[src/rtl/clock_step_controller.sv]
// Core clock-enable sequencer: free-run divider, debounced single-step, halt.
// Optional breakpoint stop when CLKCTL_BREAKPOINT_EN is defined.
//
// Ports:
//   Input_Clk   board clock (only clock)
//   Reset       async active-high reset
//   Run_Req     level, request free-run
//   Halt_Req    pulse, force halt
//   Step_Btn    raw push-button
//   Div_Value   new divisor, Div_Load pulse applies it
//   Div_Ack     pulse, divisor applied
//   Cpu_En      one-cycle core enable
//   Cpu_Tick    toggles per Cpu_En
//   State       00 HALT, 01 RUN, 10 STEP, 11 BREAK
//   Cycle_Count Cpu_En pulses since reset
//   Bp_Addr/Pc/Bp_Valid  breakpoint inputs (macro only)

module clock_step_controller #(
  parameter int DIV_WIDTH   = 8,
  parameter int DEFAULT_DIV = 25,
  parameter int CYC_WIDTH   = 16,
  parameter int DEB_CYCLES  = 4
) (
  input  logic                 Input_Clk,
  input  logic                 Reset,
  input  logic                 Run_Req,
  input  logic                 Halt_Req,
  input  logic                 Step_Btn,
  input  logic [DIV_WIDTH-1:0] Div_Value,
  input  logic                 Div_Load,
  output logic                 Div_Ack,
  output logic                 Cpu_En,
  output logic                 Cpu_Tick,
  output logic [1:0]           State,
  output logic [CYC_WIDTH-1:0] Cycle_Count
`ifdef CLKCTL_BREAKPOINT_EN
  ,
  input  logic [31:0]          Bp_Addr,
  input  logic [31:0]          Pc,
  input  logic                 Bp_Valid
`endif
);

  localparam int DCW = $clog2(DEB_CYCLES + 1);

  typedef enum logic [1:0] {
    S_HALT  = 2'b00,
    S_RUN   = 2'b01,
    S_STEP  = 2'b10,
    S_BREAK = 2'b11
  } state_e;

  state_e               state_q;
  logic [DIV_WIDTH-1:0] cnt_q;
  logic [DIV_WIDTH-1:0] div_q;
  logic                 en_q;
  logic                 tick_q;
  logic                 ack_q;
  logic [CYC_WIDTH-1:0] cyc_q;

  logic                 sync1_q;
  logic                 sync2_q;
  logic                 deb_q;
  logic [DCW-1:0]       deb_cnt_q;
  logic                 step_q;

  logic [DIV_WIDTH-1:0] eff_div_d;
  logic                 term_d;

  // A zero divisor behaves as one: enable every clock.
  assign eff_div_d = (div_q == '0) ? DIV_WIDTH'(1) : div_q;
  assign term_d    = (cnt_q == eff_div_d - DIV_WIDTH'(1));

`ifdef CLKCTL_BREAKPOINT_EN
  logic en_d1_q;
  logic run_d1_q;
  logic bp_hit_d;
  logic run_fall_d;

  // Pc reflects the instruction reached by the previous enable.
  assign bp_hit_d   = en_d1_q & Bp_Valid & (Pc == Bp_Addr);
  assign run_fall_d = run_d1_q & ~Run_Req;

  always_ff @(posedge Input_Clk or posedge Reset) begin
    if (Reset) begin
      en_d1_q  <= 1'b0;
      run_d1_q <= 1'b0;
    end else begin
      en_d1_q  <= en_q;
      run_d1_q <= Run_Req;
    end
  end
`endif

  // Button: 2-flop sync, then accept a new level after
  // DEB_CYCLES consecutive samples that differ from it.
  always_ff @(posedge Input_Clk or posedge Reset) begin
    if (Reset) begin
      sync1_q   <= 1'b0;
      sync2_q   <= 1'b0;
      deb_q     <= 1'b0;
      deb_cnt_q <= '0;
      step_q    <= 1'b0;
    end else begin
      sync1_q <= Step_Btn;
      sync2_q <= sync1_q;
      step_q  <= 1'b0;
      if (sync2_q == deb_q) begin
        deb_cnt_q <= '0;
      end else if (deb_cnt_q == DCW'(DEB_CYCLES - 1)) begin
        deb_q     <= sync2_q;
        deb_cnt_q <= '0;
        step_q    <= sync2_q;
      end else begin
        deb_cnt_q <= deb_cnt_q + DCW'(1);
      end
    end
  end

  always_ff @(posedge Input_Clk or posedge Reset) begin
    if (Reset) begin
      state_q <= S_HALT;
      cnt_q   <= '0;
      div_q   <= DIV_WIDTH'(DEFAULT_DIV);
      en_q    <= 1'b0;
      tick_q  <= 1'b0;
      ack_q   <= 1'b0;
      cyc_q   <= '0;
    end else begin
      en_q  <= 1'b0;
      ack_q <= Div_Load;
      if (en_q) begin
        cyc_q  <= cyc_q + CYC_WIDTH'(1);
        tick_q <= ~tick_q;
      end
      if (Halt_Req) begin
        state_q <= S_HALT;
        cnt_q   <= '0;
      end else begin
        unique case (state_q)
          S_HALT: begin
            if (Run_Req) begin
              state_q <= S_RUN;
              cnt_q   <= '0;
            end else if (step_q) begin
              state_q <= S_STEP;
              en_q    <= 1'b1;
            end
          end
          S_RUN: begin
            if (!Run_Req) begin
              state_q <= S_HALT;
              cnt_q   <= '0;
`ifdef CLKCTL_BREAKPOINT_EN
            end else if (bp_hit_d) begin
              state_q <= S_BREAK;
              cnt_q   <= '0;
`endif
            end else if (term_d) begin
              en_q  <= 1'b1;
              cnt_q <= '0;
            end else begin
              cnt_q <= cnt_q + DIV_WIDTH'(1);
            end
          end
          S_STEP: begin
            state_q <= Run_Req ? S_RUN : S_HALT;
            cnt_q   <= '0;
          end
          S_BREAK: begin
`ifdef CLKCTL_BREAKPOINT_EN
            if (step_q) begin
              state_q <= S_STEP;
              en_q    <= 1'b1;
            end else if (run_fall_d) begin
              state_q <= S_HALT;
            end
`else
            state_q <= S_HALT;
`endif
          end
        endcase
      end
      // Reload restarts the period; an enable already
      // decided this cycle still goes out.
      if (Div_Load) begin
        div_q <= Div_Value;
        cnt_q <= '0;
      end
    end
  end

  assign Div_Ack     = ack_q;
  assign Cpu_En      = en_q;
  assign Cpu_Tick    = tick_q;
  assign State       = state_q;
  assign Cycle_Count = cyc_q;

endmodule

[config.mk]
export PLATFORM = sky130hd
export DESIGN_NAME = clock_step_controller
export DESIGN_NICKNAME = d
export VERILOG_FILES = /design/src/rtl/clock_step_controller.sv
export SDC_FILE = /design/constraint.sdc
export NUM_CORES = 1
export LEC_CHECK = 0
export BUFFER_PORTS_ARGS = -buffer_cell sky130_fd_sc_hd__buf_2
export CAP_MARGIN = 10
export CORE_MARGIN = 5
export CORE_UTILIZATION = 50
export CTS_BUF_LIST = sky130_fd_sc_hd__clkbuf_8
export CTS_CLUSTER_SIZE = 25
export DETAILED_ROUTE_END_ITERATION = 8
export PLACE_DENSITY_LB_ADDON = 0.3
export SLEW_MARGIN = 10
export SYNTH_ARGS = -nofsm -noshare
export SYNTH_HDL_FRONTEND = slang
export SYNTH_SLANG_ARGS = --single-unit
[constraint.sdc]
create_clock -name Input_Clk -period 2.4 [get_ports Input_Clk]
set_input_delay 0.12 -clock Input_Clk [delete_from_list [all_inputs] [get_ports Input_Clk]]
set_output_delay 0.12 -clock Input_Clk [all_outputs]
set_load 0.005 [all_outputs]
### After elaboration in Yosys (flattened, before gate mapping)

Cells that the tools add are included.

* add/subtract/negate cells: 4
* equal/unequal tests: 9
* mux-type cells: 23
* bitwise logic cells: 2
* reductions and logical operators: 6

Operator list (count)
* two-way mux 8 bit: 6
* case mux 8 bit (3 select lines): 1
* adder 16 x 1 -> 16 bit (second input constant): 1
* adder 8 x 1 -> 8 bit (second input constant): 1
* == test 8 bit: 1
* logical NOT 8 bit: 1
* two-way mux 1 bit: 8
* two-way mux 2 bit: 4
* != test 4 bit (second input constant): 2
* case mux 2 bit (4 select lines): 1
* subtractor 8 x 1 -> 8 bit (second input constant): 1
* two-way mux 3 bit: 2
* AND reduction 2 bit: 3
* nonzero test 5 bit: 1
* == test 2 bit (second input constant): 2
* adder 3 x 1 -> 3 bit (second input constant): 1
* == test 3 x 2 -> 1 bit (second input constant): 1
* != test 3 bit (second input constant): 1
* == test 2 x 1 -> 1 bit (second input constant): 1
* logical NOT 2 bit: 1
* NOT 1 bit: 2
* case mux 1 bit (2 select lines): 1
* == test 1 bit: 1

* register bits after elaboration: 44
* logic and storage cells: 56

### Depth between registers and ports, before layout

Gate-level depths: netlist of the first run.

* depth after elaboration: 9
* depth in mapped cells: 10
* gate-level depth less buffers: 9

### Worst setup path after synthesis of the first run

No wires, ideal clock.

* path type: register to register
* start: register div_q[3]
* end: register cnt_q[4]
* library setup time: 0.140 ns
* arrival: 2.295 ns
* data required time: 2.260 ns
* path slack: -0.035 ns
* stages on the path, launching flop included: 11
* clock period less this slack: 2.435 ns
* path through: dfstp_2 > buf_4 > nor4_4 > a31oi_1 > ha_1 > xnor2_1 > a221oi_1 > o31a_2 > o211ai_2 > o21ai_4 > o311ai_2

* longest elaborated chain between the ends: 9

RTL lines
* from (decl): RTL line 55 `logic [DIV_WIDTH-1:0] div_q;`
* from (signal assigned): RTL line 124 `div_q <= DIV_WIDTH'(DEFAULT_DIV);`
* from (signal assigned): RTL line 187 `div_q <= Div_Value;`
* logical NOT 8 bit: RTL line 71 `assign eff_div_d = (div_q == '0) ? DIV_WIDTH'(1) : div_q;`
* two-way mux 8 bit *: RTL line 71
* subtractor 8 x 1 -> 8 bit *: RTL line 72 `assign term_d = (cnt_q == eff_div_d - DIV_WIDTH'(1));`
* == test 8 bit *: RTL line 72
* two-way mux 8 bit *: RTL line 159 `end else if (term_d) begin`
* two-way mux 8 bit *: RTL line 151 `if (!Run_Req) begin`
* case mux 8 bit (3 select lines) *: RTL line 140 `unique case (state_q)`
* two-way mux 8 bit *: RTL line 136 `if (Halt_Req) begin`
* two-way mux 8 bit *: RTL line 186 `if (Div_Load) begin`
* to (signal assigned): RTL line 163 `cnt_q <= cnt_q + DIV_WIDTH'(1);`
* to (decl): RTL line 54 `logic [DIV_WIDTH-1:0] cnt_q;`

Every way passes the cells marked *; elsewhere a longest branch is shown, timed or not.
A chain may end at the register's enable or synchronous reset.

### Final worst setup path of the first run

* start: register div_q[4]
* end: register cnt_q[2]

Same word-level chain as after synthesis.

==> summary.md, run 1 <==
| Metric | Value |
|---|---|
| Placeable Area | `0.00409 mm2` |
| FF-to-FF Start | `div_q[4]` |
| Simple-gate portion of the synthesized area | `17.6%` |
| Die width | `75.4 um` |
| Slew of the pin with the lowest slew margin | `0.533 ns` |
| Layout cells sized above 1 | `32.1%` |
| Dpl hpwl | `3000 um` |
| Cell count after synthesis | `195` |
| Pint | `1.17 mW` |
| Gpl congestion | `0.845` |
| Total GRT Usage | `16.6%` |
| Total CTS buffers | `5` |
| Switching part of the total power | `27.2%` |
| Xor/xnor share of the synthesized area | `11.0%` |
| Crit path launch | `div_q[4]` |
| Largest family of logic cells by synthesized area | `simple AND/OR/NAND/NOR gates` |
| Highest fanout seen on the critical path | `6` |
| Switching pwr | `437 uW` |
| Die area | `0.00569 mm2` |
| DRT iter0 DRCs | `104` |
| Mapped Avg Cell Area | `11.0 um2` |
| Drt pass-1 iters | `4` |
| Crit path to | `cnt_q[2]` |
| Final core utilization | `63.6%` |
| Multiplexer area fraction after synthesis | `4.21%` |
| Clock sink total | `44` |
| Worst skew pair latency | `0.30 ns` |
| Setup Crit Path Kind | `flip-flop to flip-flop` |
| Top FF cell, synth | `dfrtp_1` |
| Post-synth EDFFs | `0` |
| Part of the power in registers | `53.2%` |
| I/O Buffers | `34` |
| Antenna Cells | `0` |
| Power share of the combinational group | `16.5%` |
| Vias per std cell | `5.50` |
| Setup slack, reg-to-reg | `0.05 ns` |
| Clk network pwr share | `30.3%` |
| Vias in the first global route | `1,515` |
| Ys Warns | `0` |
| Unrepaired setup endpoints after global routing | `yes` |
| Antenna violations before repair | `0` |
| Post-route ant nets | `0` |
| Initial Utilization | `52.4%` |
| Yosys reg bits | `44` |
| Static leakage | `1.21 nW` |
| Setup TNS | `0 ns` |
| Syn Std Cell Area | `0.00214 mm2` |
| Max cap viols | `0` |
| Worst hold path class | `input port to flip-flop` |
| Ports | `35` |
| Tmin final | `2.35 ns` |
| CTS max path bufs | `2` |
| Vias | `1,611` |
| Max Freq | `426 MHz` |
| Data arrival, critical path | `2.52 ns` |
| CTS tree | `yes` |
| Synth Area in Compound Gates | `11.1%` |
| Clk root buf | `clkbuf_8` |
| Largest net degree at the start of global routing | `45` |
| CP Capture Type | `flip-flop` |
| Cell Rows | `23` |
| Worst reg2reg endpoint | `cnt_q[2]` |
| Grt total ovfl | `0` |
| Max Slew Vio Count | `0` |
| DRC violations left | `0` |
| Die H | `75.4 um` |
| CP Data Required Time | `2.58 ns` |
| First-pass GRT wire length | `7090 um` |
| Slew headroom | `64.5%` |
| Maximum vdd drop | `0.435 mV` |
| Setup-failing EPs final | `0` |
| Seq/Total Area, Yosys | `51.6%` |
| Post-Route Skew | `0.00565 ns` |
| Nets | `260` |
| PD cells | `618 mW/mm2` |
| Asr flop ratio synth | `100%` |
| Yosys cell types | `43` |
| Period utilization | `97.7%` |
| CTS H-tree lvls | `2` |
| Synth Net Count | `213` |
| Nature of the critical path startpoint | `flip-flop` |
| Status | `finished clean` |
| Post-Synth Adder-Cell Area | `2.34%` |
| Clk pin slew, worst setup/hold paths | `0.08 ns` |
| P&R area growth vs syn | `21.5%` |
| Avg WL per Cell | `14.6 um` |
| Detailed Route WL | `4290 um` |
| Worst reg2reg path depth | `9` |
| Final hold violations | `0` |
per-stage QoR:
step / hold WS, ns / worst slack [ns] / power, mW / std cells / cell area [um2]
floorplan: 0.151 / 0.0531 / 1.02 / 195 / 2140
global placement: 0.228 / 0.0403 / 1.09 / 280 / 2390
detailed placement: 0.229 / -0.0613 / 1.10 / 280 / 2390
CTS: 0.0167 / 0.00494 / 1.59 / 291 / 2530
global route: 0.0275 / -0.0892 / 1.69 / 293 / 2600
finish: 0.0158 / 0.0550 / 1.61 / 293 / 2600
sequential cells by signal (all words and copies together) (netlist names):
name,flops
sync1_q,1
sync2_q,1
deb_cnt_q,3
Div_Ack,1
cnt_q,8
Cpu_En,1
div_q,8
Cycle_Count,16
step_q,1
State,2
Cpu_Tick,1
deb_q,1
cell usage after synthesis (2+ instances only):
master    instances  share of area (%)
or2_2             2               0.58
o211ai_1          2               0.70
nand4_1           3               0.88
nand2_1          20                3.5
ha_1              4                2.3
o21ai_1           4               0.94
mux2_2            8                4.2
xnor2_1          18                7.4
o21ai_0           5                1.2
o311ai_2          2                1.5
xor2_1            7                2.9
nor2_1           12                2.1
dfrtp_1          41                 48
nor3_1            5                1.2
nor4_1            2               0.58
a31oi_1           2               0.58
nor2b_1           2               0.58
inv_1             6                1.1
and3_1            4                1.2
dfstp_2           3                3.7
nand2b_1          3               0.88
a21oi_1           4               0.94
and2_1            2               0.58
clkbuf_1          3               0.53
nand3_1          13                3.0
timing repair:
action | in CTS | in global routing
gates resized for setup | 2 | 9
endpoints found under the setup margin | 8 | 9
hold buffers | 2 | 0
buffers inserted | 1 | 2
pin swaps | 2 | 11
endpoints found under the hold margin | 42 | 0
metal layers:
metal | up-vias | global-route usage, % | share of wire (%)
met3 | 5 | 4.62 | 4.4
met4 | 0 | 6.21 | 1.5
met1 | 797 | 22.8 | 47
met5 | - | 0 | 0
met2 | 29 | 25.1 | 47
li1 | 780 | - | -
cell usage in the layout, fill, tap and decap left out, types with 3 or more instances in the layout:
cell type,Yosys,final
buf_2,1,34
o21ai_0,5,5
ha_1,4,3
clkbuf_8,0,6
a21oi_1,4,3
nand4_1,3,3
and3_1,4,4
nor3_1,5,5
nand3_1,13,13
dfstp_2,3,3
xnor2_1,18,18
buf_4,1,7
dfrtp_1,41,41
inv_1,6,7
nor2_1,12,12
nand2_1,20,20
mux2_2,8,8
o21ai_1,4,4
xor2_1,7,7
worst min-delay path by stage:
stage	startpoint	slack [ns]	end	cells past startpoint
final	Div_Value[7]	0.02	div_q[7]	3
after global routing	Div_Value[7]	0.03	div_q[7]	3
after CTS	Div_Value[7]	0.02	div_q[7]	3
after detailed placement	Step_Btn	0.23	sync1_q	1
after global placement	Step_Btn	0.23	sync1_q	1
after floorplan	Div_Load	0.15	Div_Ack	0
critical path: stages (launching register included):
cell       delay (ns)
dfstp_2          0.60
nor4_4           0.07
a31oi_1          0.14
ha_2             0.24
buf_6            0.11
nand3b_1         0.12
a311oi_4         0.38
o211ai_4         0.15
o2111ai_1        0.28
o311ai_2         0.13
power by group through the flow:
stage / Combinational, mW / Sequential, mW / Clock [mW]
6_report: 0.265 / 0.854 / 0.486
5_1_grt: 0.297 / 0.865 / 0.532
4_1_cts: 0.240 / 0.854 / 0.494
3_5_place_dp: 0.227 / 0.869 / 0
3_3_place_gp: 0.222 / 0.867 / 0
2_1_floorplan: 0.159 / 0.860 / 0
cell type report:
type	instances	area [um2]
Fill cell	331	1490
Inverter	6	22.5
Timing Repair Buffer	45	265
Sequential cell	44	1100
Clock inverter	2	11.3
Multi-Input combinational cell	140	1050
Clock buffer	6	82.6
Tap cell	50	62.6
cells by family after synthesis:
| kind of cell | after synthesis |
|---|---|
| DFF | 44 |
| xor gates and xnor gates | 26 |
| muxes | 8 |
| and+or+nand+nor | 73 |
| buffers and inverters | 11 |
| adders and majority gates | 4 |
| AOI/OAI and AO/OA | 29 |
(Power assumes the default switching activity.)
==> run 2: changes to the inputs <==
ABC_AREA = 1   (was default)
MAX_ROUTING_LAYER = met4   (was default)
RECOVER_POWER = 50   (was default)
==> summary.md, run 2 <==
| Metric | Value |
|---|---|
| Worst-path cell chain | `inv_1 > nand2_1 > nor2_4 > nand2_4 > nand2_1 > inv_1 > ha_1 > or2_1 > nand2_1 > nand2_1 > nand2_1 > nand3_2 > nor2_4 > nand2_4 > nand3b_1 > nand2_1 (was nor4_4 > a31oi_1 > ha_2 > buf_6 > nand3b_1 > a311oi_4 > o211ai_4 > o2111ai_1 > o311ai_2)` |
| Critical path's top delay family | `simple AND/OR/NAND/NOR gates (was compound AO/OA/AOI/OAI gates)` |
| Placed cell count | `341 (was 280)` |
| Vias per std cell | `4.89 (was 5.50)` |
| Max Slew Vio Count | `0 (unchanged)` |
| Placeable Area | `0.00444 mm2 (was 0.00409 mm2)` |
| Asr flop ratio synth | `100% (unchanged)` |
| Commonest non-fill, non-tap cell in the layout | `nand2_1 (was dfrtp_1)` |
| Ports | `35 (unchanged)` |
| Static leakage | `1.43 nW (was 1.21 nW)` |
| Most frequent cells in the layout | `nand2_1 (58), dfrtp_1 (41), inv_1 (32) (was dfrtp_1 (41), buf_2 (34), nand2_1 (20))` |
| Layout cells sized above 1 | `24.7% (was 32.1%)` |
| Drt pass-1 iters | `4 (unchanged)` |
| First-pass GRT wire length | `7700 um (was 7090 um)` |
| CTS H-tree lvls | `2 (unchanged)` |
| Syn Std Cell Area | `0.00232 mm2 (was 0.00214 mm2)` |
| Largest cells by area after synthesis | `dfrtp_1 (44%), nand2_1 (9.4%), xor2_1 (6.8%), inv_1 (5.2%), nand3_1 (4.1%) (was dfrtp_1 (48%), xnor2_1 (7.4%), mux2_2 (4.2%), dfstp_2 (3.7%), nand2_1 (3.5%))` |
| Total CTS buffers | `5 (unchanged)` |
| Slew of the pin with the lowest slew margin | `1.06 ns (was 0.533 ns)` |
| Pint | `1.19 mW (was 1.17 mW)` |
| Vias in the first global route | `1,737 (was 1,515)` |
| Grt total ovfl | `0 (unchanged)` |
| Post-Route Skew | `0.00870 ns (was 0.00565 ns)` |
| I/O Buffers | `34 (unchanged)` |
| Synth Net Count | `275 (was 213)` |
| Count leader, synth | `nand2_1 (was dfrtp_1)` |
| Gpl congestion | `0.805 (was 0.845)` |
| Clk root buf | `clkbuf_8 (unchanged)` |
| Initial Utilization | `52.3% (was 52.4%)` |
| CTS tree | `yes (unchanged)` |
| Most used cell, CP | `nand2_1` |
| Pre-CTS setup slack | `0.215 ns (was -0.0613 ns)` |
| Post-synth EDFFs | `0 (unchanged)` |
| Nature of the critical path startpoint | `flip-flop (unchanged)` |
| Clk network pwr share | `34.7% (was 30.3%)` |
| Tot Pwr | `1.61 mW (about the same)` |
| Dpl hpwl | `3180 um (was 3000 um)` |
| Antenna violations before repair | `0 (unchanged)` |
| Detailed Route WL | `4230 um (was 4290 um)` |
| CTS max path bufs | `2 (unchanged)` |
| Final setup margin | `0.211 ns (was 0.0550 ns)` |
| Unrepaired setup endpoints after global routing | `no (was yes)` |
| Die width | `78.2 um (was 75.4 um)` |
| Setup Crit Path Kind | `flip-flop to flip-flop (unchanged)` |
| Buf/Inv on CP | `2 (was 1)` |
| Max incr delay on CP | `0.41 ns (was 0.60 ns)` |
| Max Freq | `457 MHz (was 426 MHz)` |
| Antenna Cells | `0 (unchanged)` |
| Clock sink total | `44 (unchanged)` |
| Total GRT Usage | `16.1% (was 16.6%)` |
| Seq/Total Area, Yosys | `47.6% (was 51.6%)` |
| Final hold violations | `0 (unchanged)` |
| Part of the power in registers | `51.7% (was 53.2%)` |
| Clk pin slew, worst setup/hold paths | `0.08 ns (about the same)` |
| Yosys cell types | `32 (was 43)` |
| Top FF cell, synth | `dfrtp_1 (unchanged)` |
| CP Capture Type | `flip-flop (unchanged)` |
| Worst hold path class | `input port to flip-flop (unchanged)` |
| Slew headroom | `29.3% (was 64.5%)` |
| Power share of the combinational group | `13.6% (was 16.5%)` |
| Yosys reg bits | `44 (unchanged)` |
| Die H | `78.2 um (was 75.4 um)` |
| P&R area growth vs syn | `15.3% (was 21.5%)` |
| Period utilization | `91.2% (was 97.7%)` |
| Status | `finished clean (unchanged)` |
| Switching pwr | `419 uW (was 437 uW)` |
| FF+latch area | `0.00110 mm2 (unchanged)` |
| Max cap viols | `0 (unchanged)` |
| Cell Rows | `24 (was 23)` |
| Cell count after synthesis | `257 (was 195)` |
| Multi-input logic area | `0.00106 mm2 (was 0.00105 mm2)` |
| Cell taking the most area after synthesis | `dfrtp_1 (unchanged)` |
| Vias | `1,718 (was 1,611)` |
| Avg WL per Cell | `12.0 um (was 14.6 um)` |
| Switching part of the total power | `26.0% (was 27.2%)` |
| Setup TNS | `0 ns (unchanged)` |
| DRT iter0 DRCs | `82 (was 104)` |
| DRC violations left | `0 (unchanged)` |
| Top-area cell type share of the netlist area | `44.2% (was 48.0%)` |
| Post-synth top cells | `nand2_1 (58), dfrtp_1 (41), inv_1 (32) (was dfrtp_1 (41), nand2_1 (20), xnor2_1 (18))` |
| Fin cells | `351 (was 293)` |
| Largest net degree at the start of global routing | `45 (unchanged)` |
| Filler Cells Inserted | `422 (was 331)` |
| Mapped Avg Cell Area | `9.04 um2 (was 11.0 um2)` |
| CP Data Required Time | `2.59 ns (was 2.58 ns)` |
| Worst skew pair latency | `0.30 ns (about the same)` |
| Die area | `0.00611 mm2 (was 0.00569 mm2)` |
| Data arrival, critical path | `2.37 ns (was 2.52 ns)` |
| Post-route ant nets | `0 (unchanged)` |
| Tmin final | `2.19 ns (was 2.35 ns)` |
| Highest fanout seen on the critical path | `8 (was 6)` |
| Largest register FFs | `16 (unchanged)` |
| Ys Warns | `0 (unchanged)` |
| Post-CTS setup buffers | `0 (was 1)` |
| PD cells | `601 mW/mm2 (was 618 mW/mm2)` |
| Nets | `316 (was 260)` |
| Setup-failing EPs final | `0 (unchanged)` |
| Slowest cell on crit path | `dfrtp_1 (was dfstp_2)` |
| Maximum vdd drop | `0.580 mV (was 0.435 mV)` |
-- run 2: worst reg2reg max path, cell delays in order, from the launching register on --
cell and delay [ns]:
dfrtp_1 0.41, inv_1 0.10, nand2_1 0.09, nor2_4 0.12, nand2_4 0.08, nand2_1 0.10
inv_1 0.05, ha_1 0.24, or2_1 0.26, nand2_1 0.06, nand2_1 0.04, nand2_1 0.07
nand3_2 0.09, nor2_4 0.12, nand2_4 0.09, nand3b_1 0.09, nand2_1 0.06
-- run 2: path summary, 6_finish.rpt --
kind                                  end          from  slack, ns  cells past startpoint
max                              cnt_q[5]      div_q[2]       0.21                     16
min in group asynchronous  Cycle_Count[1]         Reset       0.71                      4
min reg2reg                       sync2_q       sync1_q       0.36                      0
max in group asynchronous  Cycle_Count[3]         Reset       1.05                      4
max reg2reg                      cnt_q[5]      div_q[2]       0.21                     16
min                              div_q[4]  Div_Value[4]       0.03                      3
-- run 2: kinds of logic (layout without fill, tap and decap cells) --
group	count (synthesis)	after routing	share of synthesized area [%]
AO/OA/AOI/OAI	12	12	2.96
XOR/XNOR	27	27	10.2
adder cells (fa/ha/maj)	4	4	2.16
buffers and inverters	40	82	6.68
flip-flops	44	44	47.6
multiplexers	2	2	0.970
AND/OR/NAND/NOR	128	128	29.5
-- run 2: power by group through the flow --
stage | sequential [mW] | combinational, mW | clock (mW)
2_1_floorplan | 0.840 | 0.163 | 0
3_3_place_gp | 0.846 | 0.215 | 0
3_5_place_dp | 0.847 | 0.219 | 0
4_1_cts | 0.833 | 0.223 | 0.576
5_1_grt | 0.841 | 0.251 | 0.619
6_report | 0.833 | 0.218 | 0.559
-- run 2: layout make-up --
cell class | count | area share (%)
well taps | 52 | 2.43
inverters | 36 | 5.05
flip-flops and latches | 44 | 41.3
clock buffers | 5 | 2.57
multi-input cells | 173 | 39.7
repair buffers | 38 | 7.43
clock inverters | 3 | 1.59
-- run 2: stage by stage --
stage | cell area [um2] | hold WS, ns | utilization (%)
finish | 2680 | 0.0259 | 60.2
global route | 2680 | 0.0152 | 60.2
CTS | 2680 | 0.0202 | 60.4
detailed placement | 2550 | 0.237 | 57.4
global placement | 2550 | 0.236 | 57.4
floorplan | 2320 | 0.151 | -
-- run 2: per-layer routing --
metal	track usage (%)	vias up	wire length [um]	share of wire (%)
met5	-	-	0	0
met4	4.72	0	57	1.3
met3	4.23	5	136	3.2
met2	25.6	21	1980	47
met1	20.4	801	2050	49
li1	-	891	-	-
-- run 2: what timing repair did --
item,4_1_cts,5_1_grt
setup endpoints to repair,0,2
resized for setup,0,1
hold buffers,2,0
endpoints found under the hold margin,42,0
